## src/rtl/soc_prog_pkg.sv

```systemverilog
// Shared opcodes, state encoding and response constants for the SoC bus programmer.
package soc_prog_pkg;

    localparam logic [7:0] OP_WRITE         = 8'h01;
    localparam logic [7:0] OP_READ          = 8'h02;
    localparam logic [7:0] OP_WRITE_MASKED  = 8'h03;

    localparam logic [7:0] DEFAULT_ACK_BYTE = 8'hAA;
    localparam logic [7:0] DEFAULT_NAK_BYTE = 8'h15;

    typedef enum logic [2:0] {
        IDLE,
        ADDR,
        DATA,
        MASK,
        BUS,
        RESP
    } prog_state_t;

    function automatic logic opcode_is_valid(input logic [7:0] op);
        return (op == OP_WRITE) || (op == OP_READ) || (op == OP_WRITE_MASKED);
    endfunction

endpackage

```

## src/rtl/soc_mem_bus.sv

```systemverilog
// Single-word SoC memory bus between a master and the interconnect.
interface SoC_MemBus;
    logic [31:0] addr;
    logic [31:0] write_data;
    logic        write_en;
    logic [3:0]  byte_en;
    logic        req;
    logic [31:0] read_data;
    logic        valid;

    modport Master (
        output addr, write_data, write_en, byte_en, req,
        input  read_data, valid
    );

    modport Slave (
        input  addr, write_data, write_en, byte_en, req,
        output read_data, valid
    );
endinterface

```

## src/rtl/soc_prog_tx_serializer.sv

```systemverilog
// Sends the low `count` bytes of a word LSB first over a valid/ready byte link.
module soc_prog_tx_serializer (
    input  logic        clk,
    input  logic        res,
    input  logic        load,
    input  logic [31:0] word,
    input  logic [2:0]  count,
    output logic [7:0]  tx_data,
    output logic        tx_valid,
    input  logic        tx_ready,
    output logic        last
);

    logic [31:0] word_q;
    logic [2:0]  remain_q;
    logic        tx_valid_q;
    logic        fire;

    assign fire     = tx_valid_q && tx_ready;
    assign last     = fire && (remain_q == 3'd1);
    assign tx_data  = word_q[7:0];
    assign tx_valid = tx_valid_q;

    always_ff @(posedge clk or posedge res) begin
        if (res) begin
            word_q     <= '0;
            remain_q   <= '0;
            tx_valid_q <= 1'b0;
        end else if (load) begin
            word_q     <= word;
            remain_q   <= count;
            tx_valid_q <= (count != 3'd0);
        end else if (fire) begin
            if (remain_q == 3'd1) begin
                remain_q   <= '0;
                tx_valid_q <= 1'b0;
            end else begin
                word_q   <= {8'h00, word_q[31:8]};
                remain_q <= remain_q - 3'd1;
            end
        end
    end

endmodule

```

## src/rtl/soc_bus_programmer.sv

```systemverilog
// UART-framed bus master: decodes WRITE/READ/WRITE_MASKED frames into single SoC_MemBus transfers.
// Optional inter-byte timeout enabled by defining SOC_PROG_TIMEOUT_EN.
module soc_bus_programmer
    import soc_prog_pkg::*;
#(
    parameter logic [7:0]  ACK_BYTE       = DEFAULT_ACK_BYTE,
    parameter logic [7:0]  NAK_BYTE       = DEFAULT_NAK_BYTE,
    parameter int unsigned TIMEOUT_CYCLES = 1000000
) (
    input  logic             clk,
    input  logic             res,
    input  logic [7:0]       rx_data,
    input  logic             rx_valid,
    output logic [7:0]       tx_data,
    output logic             tx_valid,
    input  logic             tx_ready,
    SoC_MemBus.Master        bus,
    output logic             busy,
    output logic             rx_overrun
);

    prog_state_t state_q, state_d;
    logic [1:0]  cnt_q;
    logic [7:0]  opcode_q;
    logic [31:0] addr_q;
    logic [31:0] wdata_q;
    logic [3:0]  mask_q;
    logic        overrun_q;

    logic        in_bus;
    logic        collecting;
    logic        byte_last;
    logic        timeout;
    logic        ser_load;
    logic [31:0] ser_word;
    logic [2:0]  ser_count;
    logic        ser_last;

    assign in_bus     = (state_q == BUS);
    assign collecting = (state_q == ADDR) || (state_q == DATA) || (state_q == MASK);
    assign byte_last  = rx_valid && (cnt_q == 2'd3);

`ifdef SOC_PROG_TIMEOUT_EN
    logic [31:0] idle_cnt_q;

    assign timeout = collecting && !rx_valid && (idle_cnt_q == 32'(TIMEOUT_CYCLES - 1));

    always_ff @(posedge clk or posedge res) begin
        if (res) begin
            idle_cnt_q <= '0;
        end else if (rx_valid || !collecting) begin
            idle_cnt_q <= '0;
        end else begin
            idle_cnt_q <= idle_cnt_q + 32'd1;
        end
    end
`else
    localparam int unsigned TIMEOUT_UNUSED = TIMEOUT_CYCLES;
    assign timeout = 1'b0;
`endif

    always_ff @(posedge clk or posedge res) begin
        if (res) begin
            state_q <= IDLE;
        end else begin
            state_q <= state_d;
        end
    end

    always_comb begin
        state_d   = state_q;
        ser_load  = 1'b0;
        ser_word  = '0;
        ser_count = '0;
        case (state_q)
            IDLE: begin
                if (rx_valid) begin
                    if (opcode_is_valid(rx_data)) begin
                        state_d = ADDR;
                    end else begin
                        state_d   = RESP;
                        ser_load  = 1'b1;
                        ser_word  = {24'h0, NAK_BYTE};
                        ser_count = 3'd1;
                    end
                end
            end
            ADDR: begin
                if (byte_last) begin
                    state_d = (opcode_q == OP_READ) ? BUS : DATA;
                end
            end
            DATA: begin
                if (byte_last) begin
                    state_d = (opcode_q == OP_WRITE_MASKED) ? MASK : BUS;
                end
            end
            MASK: begin
                if (rx_valid) begin
                    state_d = BUS;
                end
            end
            BUS: begin
                // A valid in the first req cycle (interconnect fallback) completes the transfer too.
                if (bus.valid) begin
                    state_d  = RESP;
                    ser_load = 1'b1;
                    if (opcode_q == OP_READ) begin
                        ser_word  = bus.read_data;
                        ser_count = 3'd4;
                    end else begin
                        ser_word  = {24'h0, ACK_BYTE};
                        ser_count = 3'd1;
                    end
                end
            end
            RESP: begin
                if (ser_last) begin
                    state_d = IDLE;
                end
            end
            default: state_d = IDLE;
        endcase
        if (timeout) begin
            state_d = IDLE;
        end
    end

    always_ff @(posedge clk or posedge res) begin
        if (res) begin
            cnt_q     <= '0;
            opcode_q  <= '0;
            addr_q    <= '0;
            wdata_q   <= '0;
            mask_q    <= '0;
            overrun_q <= 1'b0;
        end else begin
            overrun_q <= rx_valid && (in_bus || (state_q == RESP));
            if (rx_valid) begin
                case (state_q)
                    IDLE: begin
                        opcode_q <= rx_data;
                        cnt_q    <= '0;
                    end
                    ADDR: begin
                        addr_q[{cnt_q, 3'b000} +: 8] <= rx_data;
                        cnt_q                        <= cnt_q + 2'd1;
                    end
                    DATA: begin
                        wdata_q[{cnt_q, 3'b000} +: 8] <= rx_data;
                        cnt_q                         <= cnt_q + 2'd1;
                    end
                    MASK:    mask_q <= rx_data[3:0];
                    default: ;
                endcase
            end
        end
    end

    soc_prog_tx_serializer u_tx_serializer (
        .clk      (clk),
        .res      (res),
        .load     (ser_load),
        .word     (ser_word),
        .count    (ser_count),
        .tx_data  (tx_data),
        .tx_valid (tx_valid),
        .tx_ready (tx_ready),
        .last     (ser_last)
    );

    // Bus controls derive from the state register so reset drops req without waiting for a clock.
    assign bus.req        = in_bus;
    assign bus.addr       = addr_q;
    assign bus.write_data = wdata_q;
    assign bus.write_en   = in_bus && (opcode_q != OP_READ);
    assign bus.byte_en    = in_bus ? ((opcode_q == OP_WRITE_MASKED) ? mask_q : 4'hF) : 4'h0;

    assign busy       = (state_q != IDLE);
    assign rx_overrun = overrun_q;

endmodule
```

## src/flat_wrapper.sv

```systemverilog
// flat-port wrapper written by rule: the top's interface ports become plain ports
module soc_bus_programmer_flat import soc_prog_pkg::*;
#(
    parameter logic [7:0]  ACK_BYTE       = DEFAULT_ACK_BYTE,
    parameter logic [7:0]  NAK_BYTE       = DEFAULT_NAK_BYTE,
    parameter int unsigned TIMEOUT_CYCLES = 1000000
)
  (clk, res, rx_data, rx_valid, tx_data, tx_valid, tx_ready, busy, rx_overrun, bus_addr, bus_write_data, bus_write_en, bus_byte_en, bus_req, bus_read_data, bus_valid);
  SoC_MemBus bus_i ();
  input  logic clk;
  input  logic res;
  input  logic [7:0] rx_data;
  input  logic rx_valid;
  output logic [7:0] tx_data;
  output logic tx_valid;
  input  logic tx_ready;
  output logic busy;
  output logic rx_overrun;
  output wire logic [$bits(bus_i.addr)-1:0] bus_addr;
  output wire logic [$bits(bus_i.write_data)-1:0] bus_write_data;
  output wire logic [$bits(bus_i.write_en)-1:0] bus_write_en;
  output wire logic [$bits(bus_i.byte_en)-1:0] bus_byte_en;
  output wire logic [$bits(bus_i.req)-1:0] bus_req;
  input wire logic [$bits(bus_i.read_data)-1:0] bus_read_data;
  input wire logic [$bits(bus_i.valid)-1:0] bus_valid;
  assign bus_addr = bus_i.addr;
  assign bus_write_data = bus_i.write_data;
  assign bus_write_en = bus_i.write_en;
  assign bus_byte_en = bus_i.byte_en;
  assign bus_req = bus_i.req;
  assign bus_i.read_data = bus_read_data;
  assign bus_i.valid = bus_valid;
  soc_bus_programmer #(.ACK_BYTE(ACK_BYTE), .NAK_BYTE(NAK_BYTE), .TIMEOUT_CYCLES(TIMEOUT_CYCLES)) u_core (.clk(clk), .res(res), .rx_data(rx_data), .rx_valid(rx_valid), .tx_data(tx_data), .tx_valid(tx_valid), .tx_ready(tx_ready), .bus(bus_i), .busy(busy), .rx_overrun(rx_overrun));
endmodule
```

## config.mk

```make
export PLATFORM = sky130hd
export DESIGN_NAME = soc_bus_programmer_flat
export DESIGN_NICKNAME = d
export VERILOG_FILES = /design/src/rtl/soc_prog_pkg.sv /design/src/rtl/soc_mem_bus.sv /design/src/rtl/soc_prog_tx_serializer.sv /design/src/rtl/soc_bus_programmer.sv /design/src/flat_wrapper.sv
export SDC_FILE = /design/constraint.sdc
export NUM_CORES = 1
export LEC_CHECK = 0
export BUFFER_PORTS_ARGS = -buffer_cell sky130_fd_sc_hd__buf_4
export CELL_PAD_IN_SITES_DETAIL_PLACEMENT = 0
export CELL_PAD_IN_SITES_GLOBAL_PLACEMENT = 1
export CORE_UTILIZATION = 38
export DETAILED_ROUTE_END_ITERATION = 6
export GPL_TIMING_DRIVEN = 0
export PLACE_DENSITY = 0.83
export SYNTH_ARGS = -nofsm -noshare
export SYNTH_HDL_FRONTEND = slang
export SYNTH_SLANG_ARGS = --single-unit
export TNS_END_PERCENT = 50
```

## constraint.sdc

```tcl
create_clock -name clk -period 3.8 [get_ports clk]
set_input_delay 0.76 -clock clk [delete_from_list [all_inputs] [get_ports clk]]
set_output_delay 0.76 -clock clk [all_outputs]
set_load 0.01 [all_outputs]
```

==> impl_metrics.csv <==
group,metric,value,unit
synth,ys_warn_count,0,
synth,ys_types,46,
cts,clkTransAtPathRegs,0.05,ns
global_routing,grt_overflow,0,
route,antenna_left,0,
floorplan,io_pins,126,
timing,finClkSkew,0.00893,ns
worst_hold_path,hp-start,"u_core.u_tx_serializer.word_q[12]",
synth,synth_area_leader_cell,"dfrtp_1",
timing,slew_headroom,28.8,%
cts,clk_latency,0.41,ns
worst_setup_path,r2r_cells,6,
worst_setup_path,regToRegSetupSlack,1.32,ns
final_layout,diodes,0,
floorplan,coreArea,13900,um2
timing,period_share,79.3,%
cts,postCtsHoldBufs,0,
floorplan,die_area,14800,um2
final_layout,nets,653,
worst_setup_path,reg2reg_from,"u_core.state_q[1]",
timing,slew_viol_final,0,
global_routing,grt_pass1_wl,22.0,mm
synth,synth_xor_xnor_area_share,0,%
route,drt-total-wl,13.8,mm
floorplan,die_h,122,um
synth,netlist_area,5450,um2
placement,pre_cts_slack,1.03,ns
route,num_vias,4214,
route,first_iter_violations,266,
final_layout,layout-drive-gt1-share,38.9,%
final_layout,num-fill-cells,1248,
worst_setup_path,timing.rr.end,"u_core.u_tx_serializer.word_q[31]",
global_routing,grt_max_degree,44,
timing,hold_slack,0.486,ns
timing,finalSetupViolCount,0,
final_layout,layout.area.seq,2950,um2
synth,syn_inst,455,
synth,synth_compound_area_share,14.4,%
floorplan,fp-row-count,43,
timing,tns,0,ns
worst_hold_path,hold_path.class,"flip-flop to flip-flop",
synth,muxShareOfSynthArea,13.0,%
synth,syn_area_per_cell,12.0,um2
cts,post_cts_buffers,0,
cts,cts_tree,"built",
synth,synth.top_cell.area_share,54.2,%
synth,synth_flop_cell,"dfrtp_1",
pwr,intPower,3.78,mW
cts,cts.sinks,118,
synth,ys_seq_area_share,54.2,%
worst_setup_path,path_class,"flip-flop to output pin",
final_layout,instances_no_fill,792,
timing,finalCriticalPeriod,3.01,ns
pwr,combPwrFrac,38.5,%
route,drcViolationCount,0,
pwr,fin_total_pwr,5.61,mW
worst_setup_path,crit_fanout,8,
pwr,seq_power_share,35.5,%
status,status,"completed",
route,vias_per_cell,5.32,
timing,worstMarginPinSlew,1.07,ns
worst_setup_path,end_kind,"output pin",
placement,dp_hpwl,9.96,mm
placement,globalplace.congestion,0.830,
worst_setup_path,worstPathRequired,3.04,ns
pwr,peakVddDrop,0.485,mV
placement,port_buffers,125,
cts,cts_resized,0,
pwr,p_sw_share,32.7,%
placement,dp.cells,762,
final_layout,multi_input_area,2250,um2
synth,synth_top_family_by_area,"compound AO/OA/AOI/OAI gates",
cts,cts_max_level,4,
global_routing,grt_usage,19.8,%
synth,synth-simple-area-share,12.2,%
pwr,p_per_area,779,nW/um2
global_routing,antenna_found_initial,0,
final_layout,area_growth,32.2,%
synth,synth_adder_area_share,1.61,%
worst_setup_path,worstPathArrival,2.25,ns
timing,fin_ws,0.787,ns
synth,async_flop_share,100,%
job,drv_cap,0,
synth,syn_nets,507,
worst_hold_path,hold_depth,1,
pwr,p_switching,1.84,mW
route,drt_pass1_iterations,4,
floorplan,start_util,39.1,%
timing,rsz0062_at_grt,"no",
synth,yosys-top-cells-area,"dfrtp_1 54%, mux2_2 13%, a22o_1 3.9%",
timing,fmax,332,MHz
synth,synth_seq_cells,118,
timing,hold_viol_final,0,
floorplan,fp.dieW,122,um
cts,clock-root-buffer,"clkbuf_16",
global_routing,first_global_vias,4306,
pwr,clkPwrFrac,26.0,%
worst_setup_path,start_kind,"flip-flop",
synth,synth_common_cells,"118 x dfrtp_1, 63 x mux2_2, 31 x nor3_1, 26 x inv_1",
synth,synth_edf_count,0,
cts,clock_path_buffers,2,
synth,synth_most_common_cell,"dfrtp_1",
cts,cts_buffers,17,
route,wl_per_cell,17.4,um
pwr,leakage,3.53,nW
worst_hold_path,hold_end,"u_core.u_tx_serializer.word_q[12]",
-- power by group through the flow --
stage	Clock, mW	Combinational (mW)	Sequential [mW]
floorplan	0	1.31	2.03
global placement	0	2.12	1.99
detailed placement	0	2.17	2.01
CTS	1.49	2.19	1.99
global route	1.55	2.37	2.04
finish	1.46	2.16	1.99
-- worst max-delay path, cell delays in order (launching register included) --
cell      delay [ns]
dfrtp_1         0.36
clkbuf_1        0.20
nor3b_1         0.90
o21a_1          0.26
buf_4           0.13
-- cell families after synthesis --
kind of cell    Yosys count
buf+inv                  55
simple gates            114
compound gates           98
flops                   118
mux                      63
fa+ha+maj                 7
-- state kept, by name, indices dropped and copies added (netlist names) --
register                         flops
u_core.bus.addr                     32
u_core.bus.write_data               32
u_core.cnt_q                         2
u_core.mask_q                        4
u_core.opcode_q                      8
u_core.rx_overrun                    1
u_core.state_q                       3
u_core.u_tx_serializer.remain_q      3
u_core.u_tx_serializer.tx_valid      1
u_core.u_tx_serializer.word_q       32
-- through the flow --
stage               instance area, um2  utilization (%)
floorplan                         5450                -
global placement                  6620             47.5
detailed placement                6660             47.8
CTS                               7210             51.7
global route                      7210             51.7
finish                            7210             51.7
-- routing by layer --
metal / wire (um) / share of wire (%) / vias up / GRT usage, %
met5: 0 / 0 / - / 0
met4: 75 / 0.54 / 0 / 7.95
met3: 771 / 5.6 / 7 / 4.45
met2: 6840 / 50 / 143 / 32.4
met1: 6100 / 44 / 2103 / 25.2
li1: - / - / 1961 / -
-- layout make-up --
cell class / count / area share (%)
Clock inverter: 2 / 0.174
Buffer: 29 / 2.14
Timing Repair Buffer: 127 / 13.6
Tap cell: 180 / 3.13
Sequential cell: 118 / 41.0
Inverter: 26 / 1.41
Clock buffer: 28 / 7.45
Multi-Input combinational cell: 282 / 31.2
-- worst max-delay path by stage --
stage                       from  slack, ns                           endpoint
6_report       u_core.state_q[1]       0.79                     bus_byte_en[0]
3_3_place_gp                 res       0.91          u_core.bus.write_data[31]
5_1_grt        u_core.state_q[1]       0.70                     bus_byte_en[3]
2_1_floorplan         rx_data[7]       1.38  u_core.u_tx_serializer.word_q[10]
3_5_place_dp          rx_data[7]       1.03  u_core.u_tx_serializer.word_q[15]
4_1_cts        u_core.state_q[1]       0.85                     bus_byte_en[0]
-- layout by cell type (no fill, tap or decap), types with 3 or more instances in the layout --
cell type / count
a21oi_1: 6
a221o_1: 3
a22o_1: 24
and2_1: 25
buf_2: 6
buf_4: 133
clkbuf_1: 17
clkbuf_16: 17
clkbuf_8: 7
dfrtp_1: 118
ha_1: 7
inv_1: 25
mux2_2: 63
nand2_1: 17
nand2b_1: 4
nand3_1: 3
nor2_1: 9
nor2b_1: 3
nor3_1: 31
nor3b_1: 4
nor4_1: 3
nor4bb_1: 3
o21a_1: 25
o21ai_0: 4
o22a_1: 4
o31ai_1: 3
o32ai_1: 17
or4_1: 3
Power figures use the tool's default switching activity.
